File: src/rtl/spi_cmd_pkg.sv
// Shared types and SPI word field positions for the SPI command sequencer.
package spi_cmd_pkg;

    typedef enum logic [2:0] {
        OP_NOP   = 3'b000,
        OP_WRITE = 3'b001,
        OP_READ  = 3'b010,
        OP_SET   = 3'b011,
        OP_CLR   = 3'b100
    } op_e;

    typedef enum logic [2:0] {
        ST_IDLE,
        ST_RD_REQ,
        ST_RD_WAIT,
        ST_MODIFY,
        ST_WR_REQ
    } state_e;

    // Positions for the default 12-bit address / 16-bit data build
    localparam int TAG_BIT  = 31;
    localparam int OP_MSB   = 30;
    localparam int OP_LSB   = 28;
    localparam int ADDR_MSB = 27;
    localparam int ADDR_LSB = 16;
    localparam int DATA_MSB = 15;
    localparam int DATA_LSB = 0;

endpackage

File: src/rtl/spi_cmd_fifo.sv
// Synchronous command FIFO; head is the combinational oldest entry.
// A push into a full FIFO is accepted only when a pop happens in the same cycle.
module spi_cmd_fifo #(
    parameter int W     = 31,
    parameter int DEPTH = 4
) (
    input  logic         clk,
    input  logic         reset,
    input  logic         push_i,
    input  logic         pop_i,
    input  logic [W-1:0] din_i,
    output logic         full_o,
    output logic         empty_o,
    output logic [W-1:0] head_o
);
    localparam int AW = $clog2(DEPTH);

    logic [W-1:0] mem_q [DEPTH];
    logic [AW:0]  wr_q, rd_q;
    logic         do_push, do_pop;

    assign empty_o = (wr_q == rd_q);
    assign full_o  = (wr_q[AW] != rd_q[AW]) && (wr_q[AW-1:0] == rd_q[AW-1:0]);
    assign do_pop  = pop_i && !empty_o;
    assign do_push = push_i && (!full_o || do_pop);
    assign head_o  = mem_q[rd_q[AW-1:0]];

    always_ff @(posedge clk or posedge reset) begin
        if (reset) begin
            wr_q <= '0;
            rd_q <= '0;
            for (int i = 0; i < DEPTH; i++) mem_q[i] <= '0;
        end else begin
            if (do_push) begin
                mem_q[wr_q[AW-1:0]] <= din_i;
                wr_q <= wr_q + 1'b1;
            end
            if (do_pop) rd_q <= rd_q + 1'b1;
        end
    end

endmodule

File: src/rtl/spi_cmd_ctrl.sv
// SPI word -> register-bus sequencer (WRITE/READ/SET/CLR) with tag filter and per-phase timeout.
// Define SPI_CMD_CTRL_STATS_EN to add the cnt_exec / cnt_dup statistics outputs.
module spi_cmd_ctrl
    import spi_cmd_pkg::*;
#(
    parameter int ADDR_W     = 12,
    parameter int DATA_W     = 16,
    parameter int FIFO_DEPTH = 4,
    parameter int TIMEOUT    = 255
) (
    input  logic              clk,
    input  logic              reset,
    input  logic              spi_ss,
    input  logic [31:0]       spi_din,
    output logic              bus_req,
    output logic              bus_we,
    output logic [ADDR_W-1:0] bus_addr,
    output logic [DATA_W-1:0] bus_wdata,
    input  logic              bus_gnt,
    input  logic              bus_rvalid,
    input  logic [DATA_W-1:0] bus_rdata,
    output logic [DATA_W-1:0] rdata,
    output logic              rdata_valid,
    output logic              busy,
    output logic              err_ovf,
    output logic              err_tmo,
    input  logic              err_clr
`ifdef SPI_CMD_CTRL_STATS_EN
    ,
    output logic [7:0]        cnt_exec,
    output logic [7:0]        cnt_dup
`endif
);
    localparam int CMD_W = 3 + ADDR_W + DATA_W;
    localparam int TW    = $clog2(TIMEOUT + 1);

    logic ss_meta_q, ss_sync_q, ss_prev_q, cap_q;
    logic last_tag_q, last_tag_d;
    logic push, pop, dup, ovf_set, tmo_set, done;
    logic fifo_full, fifo_empty;
    logic [CMD_W-1:0] head;
    logic [2:0]       w_op;
    logic             w_valid_op;

    state_e            state_q, state_d;
    logic [2:0]        op_q, op_d;
    logic [ADDR_W-1:0] addr_q, addr_d;
    logic [DATA_W-1:0] wdata_q, wdata_d, mod_q, mod_d, rdata_q, rdata_d;
    logic              rvld_q, rvld_d, err_ovf_q, err_tmo_q;
    logic [TW-1:0]     tmo_q, tmo_d;
    logic              tmo_hit, counting;

    // SS is asynchronous; spi_din is taken the cycle after the synced rising edge
    always_ff @(posedge clk or posedge reset) begin
        if (reset) begin
            ss_meta_q <= 1'b1;
            ss_sync_q <= 1'b1;
            ss_prev_q <= 1'b1;
            cap_q     <= 1'b0;
        end else begin
            ss_meta_q <= spi_ss;
            ss_sync_q <= ss_meta_q;
            ss_prev_q <= ss_sync_q;
            cap_q     <= ss_sync_q && !ss_prev_q;
        end
    end

    assign w_op       = spi_din[OP_MSB:OP_LSB];
    assign w_valid_op = (w_op == OP_WRITE) || (w_op == OP_READ) ||
                        (w_op == OP_SET)   || (w_op == OP_CLR);

    always_comb begin
        last_tag_d = last_tag_q;
        push       = 1'b0;
        dup        = 1'b0;
        ovf_set    = 1'b0;
        if (cap_q) begin
            if (spi_din[TAG_BIT] == last_tag_q)      dup = 1'b1;
            else if (!w_valid_op)                    last_tag_d = spi_din[TAG_BIT];
            else if (fifo_full && !pop)              ovf_set = 1'b1;
            else begin
                push       = 1'b1;
                last_tag_d = spi_din[TAG_BIT];
            end
        end
    end

    spi_cmd_fifo #(.W(CMD_W), .DEPTH(FIFO_DEPTH)) u_fifo (
        .clk     (clk),
        .reset   (reset),
        .push_i  (push),
        .pop_i   (pop),
        .din_i   (spi_din[CMD_W-1:0]),
        .full_o  (fifo_full),
        .empty_o (fifo_empty),
        .head_o  (head)
    );

    assign tmo_hit  = (tmo_q == TW'(TIMEOUT - 1));
    assign counting = (state_q == ST_RD_REQ) || (state_q == ST_RD_WAIT) || (state_q == ST_WR_REQ);

    always_comb begin
        state_d = state_q;
        op_d    = op_q;
        addr_d  = addr_q;
        wdata_d = wdata_q;
        mod_d   = mod_q;
        rdata_d = rdata_q;
        rvld_d  = 1'b0;
        tmo_set = 1'b0;
        done    = 1'b0;
        pop     = 1'b0;
        case (state_q)
            ST_IDLE: if (!fifo_empty) begin
                pop     = 1'b1;
                op_d    = head[CMD_W-1 -: 3];
                addr_d  = head[DATA_W +: ADDR_W];
                wdata_d = head[DATA_W-1:0];
                state_d = (head[CMD_W-1 -: 3] == OP_WRITE) ? ST_WR_REQ : ST_RD_REQ;
            end
            ST_RD_REQ: begin
                if (bus_gnt)      state_d = ST_RD_WAIT;
                else if (tmo_hit) begin tmo_set = 1'b1; state_d = ST_IDLE; end
            end
            ST_RD_WAIT: begin
                if (bus_rvalid) begin
                    if (op_q == OP_READ) begin
                        rdata_d = bus_rdata;
                        rvld_d  = 1'b1;
                        done    = 1'b1;
                        state_d = ST_IDLE;
                    end else begin
                        mod_d   = bus_rdata;
                        state_d = ST_MODIFY;
                    end
                end else if (tmo_hit) begin
                    tmo_set = 1'b1;
                    state_d = ST_IDLE;
                end
            end
            // wdata_q still holds the command operand here
            ST_MODIFY: begin
                wdata_d = (op_q == OP_SET) ? (mod_q | wdata_q) : (mod_q & ~wdata_q);
                state_d = ST_WR_REQ;
            end
            ST_WR_REQ: begin
                if (bus_gnt)      begin done = 1'b1; state_d = ST_IDLE; end
                else if (tmo_hit) begin tmo_set = 1'b1; state_d = ST_IDLE; end
            end
            default: state_d = ST_IDLE;
        endcase
        tmo_d = (state_d != state_q) ? '0 : (counting ? tmo_q + 1'b1 : tmo_q);
    end

    always_ff @(posedge clk or posedge reset) begin
        if (reset) begin
            state_q    <= ST_IDLE;
            op_q       <= '0;
            addr_q     <= '0;
            wdata_q    <= '0;
            mod_q      <= '0;
            rdata_q    <= '0;
            rvld_q     <= 1'b0;
            tmo_q      <= '0;
            last_tag_q <= 1'b1;
            err_ovf_q  <= 1'b0;
            err_tmo_q  <= 1'b0;
        end else begin
            state_q    <= state_d;
            op_q       <= op_d;
            addr_q     <= addr_d;
            wdata_q    <= wdata_d;
            mod_q      <= mod_d;
            rdata_q    <= rdata_d;
            rvld_q     <= rvld_d;
            tmo_q      <= tmo_d;
            last_tag_q <= last_tag_d;
            err_ovf_q  <= ovf_set ? 1'b1 : (err_clr ? 1'b0 : err_ovf_q);
            err_tmo_q  <= tmo_set ? 1'b1 : (err_clr ? 1'b0 : err_tmo_q);
        end
    end

`ifdef SPI_CMD_CTRL_STATS_EN
    logic [7:0] cnt_exec_q, cnt_dup_q;
    always_ff @(posedge clk or posedge reset) begin
        if (reset) begin
            cnt_exec_q <= '0;
            cnt_dup_q  <= '0;
        end else if (err_clr) begin
            cnt_exec_q <= '0;
            cnt_dup_q  <= '0;
        end else begin
            if (done && cnt_exec_q != 8'hFF) cnt_exec_q <= cnt_exec_q + 1'b1;
            if (dup  && cnt_dup_q  != 8'hFF) cnt_dup_q  <= cnt_dup_q + 1'b1;
        end
    end
    assign cnt_exec = cnt_exec_q;
    assign cnt_dup  = cnt_dup_q;
`endif

    assign bus_req     = (state_q == ST_RD_REQ) || (state_q == ST_WR_REQ);
    assign bus_we      = (state_q == ST_WR_REQ);
    assign bus_addr    = addr_q;
    assign bus_wdata   = wdata_q;
    assign rdata       = rdata_q;
    assign rdata_valid = rvld_q;
    assign busy        = (state_q != ST_IDLE) || !fifo_empty;
    assign err_ovf     = err_ovf_q;
    assign err_tmo     = err_tmo_q;

endmodule
File: config.mk
export PLATFORM = sky130hd
export DESIGN_NAME = spi_cmd_ctrl
export DESIGN_NICKNAME = d
export VERILOG_FILES = /design/src/rtl/spi_cmd_pkg.sv /design/src/rtl/spi_cmd_fifo.sv /design/src/rtl/spi_cmd_ctrl.sv
export SDC_FILE = /design/constraint.sdc
export NUM_CORES = 1
export LEC_CHECK = 0
export BUFFER_PORTS_ARGS = -buffer_cell sky130_fd_sc_hd__buf_2
export CAP_MARGIN = 20
export CORE_UTILIZATION = 58
export CTS_CLUSTER_SIZE = 28
export DETAILED_ROUTE_END_ITERATION = 12
export HOLD_SLACK_MARGIN = 0.02
export PLACE_DENSITY = 0.79
export SLEW_MARGIN = 10
export SYNTH_ARGS = -nofsm -noshare
export SYNTH_HDL_FRONTEND = slang
export SYNTH_SLANG_ARGS = --single-unit
File: constraint.sdc
create_clock -name clk -period 10.25 [get_ports clk]
set_input_delay 2.05 -clock clk [delete_from_list [all_inputs] [get_ports clk]]
set_output_delay 2.05 -clock clk [all_outputs]
set_load 0.005 [all_outputs]
==> results.yml <==
run_status:
  status: "finished clean"
clock_tree:
  cts_resized: 0
  clock_latency_ns: 0.51
  clock_sinks: 212
  numCtsBuffers: 23
  clockBufferDepth: 3
  path_clk_slew_ns: 0.06
  clockRootBuffer: "clkbuf_16"
  postCtsSetupBuffers: 0
  hold_buffers: 0
  htree_levels: 1
  cts_tree: "built"
timing:
  fin_crit_ns: 4.401
  min_period_over_period_pct: 42.94
  tns_ns: 0
  finalClockSkew_ns: 0.01758
  fmaxAchievable_mhz: 227.2
  whs_ns: 0.3485
  setup_viol: 0
  worstMarginPinSlew_ns: 1.015
  rsz0062_at_grt: "no"
  setup_ws_ns: 5.849
  final-hold-violation-count: 0
  slew-limit-headroom_pct: 32.11
  drv_slew: 0
synth:
  synthCells: 607
  yosys.area_share.xor_xnor_pct: 1.631
  synth_adder_area_share_pct: 0.9597
  syn_avg_cell_area_sq_um: 15.04
  yosysUniqueCellTypes: 40
  post-synth-top-area-cell: "dfrtp_1"
  synth_compound_area_share_pct: 3.249
  synth.area.top_cells: "dfrtp_1 (57%), mux2_2 (21%), mux4_2 (7.7%)"
  synth_edf_count: 0
  syn_nets: 668
  synth-seq-cells: 212
  synth_top_area_share_pct: 57.03
  synth-simple-area-share_pct: 4.881
  synth_area_sq_um: 9126
  ys.flop_type: "dfrtp_1"
  synth_top_family_by_area: "multiplexers"
  yosys_warnings: 0
  synth_mux_area_share_pct: 29.00
  yosysSeqAreaShare_pct: 58.18
  async_flop_share_pct: 100.0
hold_path:
  hp-class: "register to register"
job:
  cap_violations: 0
finish:
  multiInputGateArea_sq_um: 3642
  fillCellCount: 1024
  n_antenna_cell: 0
  syn_to_final_growth_pct: 15.96
  layout_commonest_cell: "dfrtp_1"
  layout-drive-gt1-share_pct: 49.79
  nNetsFinal: 768
  regArea_sq_um: 5313
  finalNonFillerCells: 932
  final_cell_area_sq_um: 10580
  utilization_pct: 69.36
  final_cell_mix: "dfrtp_1 (206), mux2_2 (172), buf_2 (103)"
place:
  gp_congestion: 0.7709
  dp_cells: 891
  port_buffers: 103
  place_ws_ns: 5.736
  dp_hpwl_um: 11050
  postPlaceCellArea_sq_um: 9798
power_and_ir_drop:
  pwr-share-clk_pct: 24.9
  seqPwrFrac_pct: 43.3
  power.leakage_nw: 5.042
  comb_power_share_pct: 31.9
  p_int_mw: 2.275
  ir_drop_uv: 150.2
  p_sw_share_pct: 29.70
  power_density_nw_per_um2: 305.8
  power_switching_uw: 961.2
  total_power_mw: 3.236
drt:
  routed_wl_um: 17920
  routed_wire_length_per_instance_um: 19.23
  num_vias: 5336
  vias_per_cell: 5.725
  drcViolationCount: 0
  drtAntennaViolNets: 0
  drtIter0Drc: 350
  dr.pass1.iters: 4
grt:
  grt_antenna_before_repair: 0
  track_usage_pct: 23.57
  grt_pass1_vias: 5757
  grt.overflow.total: 0
  grt_max_degree: 131
  grt_pass1_wl_um: 30040
floorplanning:
  die-area_sq_um: 16240
  ios: 104
  start_util_pct: 59.81
  std_cell_rows: 45
  die_w_um: 127.4
  die_height_um: 127.4
  coreArea_sq_um: 15260
worst_setup_path:
  crit_end: "busy"
  reg2reg_from: "u_fifo.rd_q[1]"
  crit_path_start: "u_fifo.rd_q[1]"
  critPathCaptureType: "output port"
  cp.required_ns: 8.20
  path_max_fanout: 34
  startpoint_type: "register"
  worstPathArrival_ns: 2.35
  reg2reg_slack_ns: 6.95
  rr_endpoint: "u_fifo.mem_q[24]"
  path_class: "register to output port"
  ff2ff_path_depth: 5
registers in the layout, indices dropped and copies added, names as in the netlist:
register and count:
u_fifo.mem_q 124, bus_wdata 16, mod_q 16, rdata 16, bus_addr 12, tmo_q 8
op_q 3, state_q 3, u_fifo.rd_q 3, u_fifo.wr_q 3, cap_q 1, err_ovf 1
err_tmo 1, last_tag_q 1, rdata_valid 1, ss_meta_q 1, ss_prev_q 1, ss_sync_q 1
cells by family (layout without fill, tap and decap cells):
kind of cell	Yosys count	in the layout
AO/OA/AOI/OAI	34	34
XOR/XNOR	17	17
adder cells (fa/ha/maj)	7	7
buffers and inverters	42	156
flip-flops	212	212
multiplexers	204	204
AND/OR/NAND/NOR	91	91
synthesized netlist by cell type (7+ instances only):
master and count:
ha_1 7, inv_1 9, xor2_1 8, buf_2 20, clkbuf_1 10, mux2_2 172, a221o_1 17, mux4_2 31
nor2_1 33, dfrtp_1 208, xnor2_1 9, nand2_1 28
worst max-delay path, cell delays in order, from the launching register on:
cell      delay (ns)
dfrtp_2         0.98
xnor2_1         0.21
and3_1          0.33
nand3b_1        0.16
buf_2           0.15
power by group through the flow:
stage	registers, mW	logic (mW)	clock network [mW]
final	1.40	1.03	0.805
after global routing	1.44	1.13	0.856
after CTS	1.40	1.03	0.822
after detailed placement	1.41	1.03	0
after global placement	1.37	0.980	0
after floorplan	1.32	0.819	0
routing by layer:
metal	global-route usage [%]	share of wire (%)
met1	31.88	44
met2	39.92	50
met3	4.146	4.4
met4	5.812	1.6
met5	0	0
worst min-delay path by stage:
stage | startpoint | endpoint | slack (ns) | cells after the start
2_1_floorplan | ss_meta_q | ss_sync_q | 0.35 | 0
3_3_place_gp | ss_meta_q | ss_sync_q | 0.35 | 0
3_5_place_dp | ss_meta_q | ss_sync_q | 0.35 | 0
4_1_cts | ss_meta_q | ss_sync_q | 0.35 | 0
5_1_grt | ss_meta_q | ss_sync_q | 0.35 | 0
6_report | ss_meta_q | ss_sync_q | 0.35 | 0
cell type report:
cell class	instances	area share (%)
clock inverters	5	0.8513
inverters	9	0.3902
clock buffers	34	6.113
well taps	211	2.495
flip-flops and latches	212	50.20
multi-input cells	353	34.42
repair buffers	108	5.533
Power figures use the tool's default switching activity.
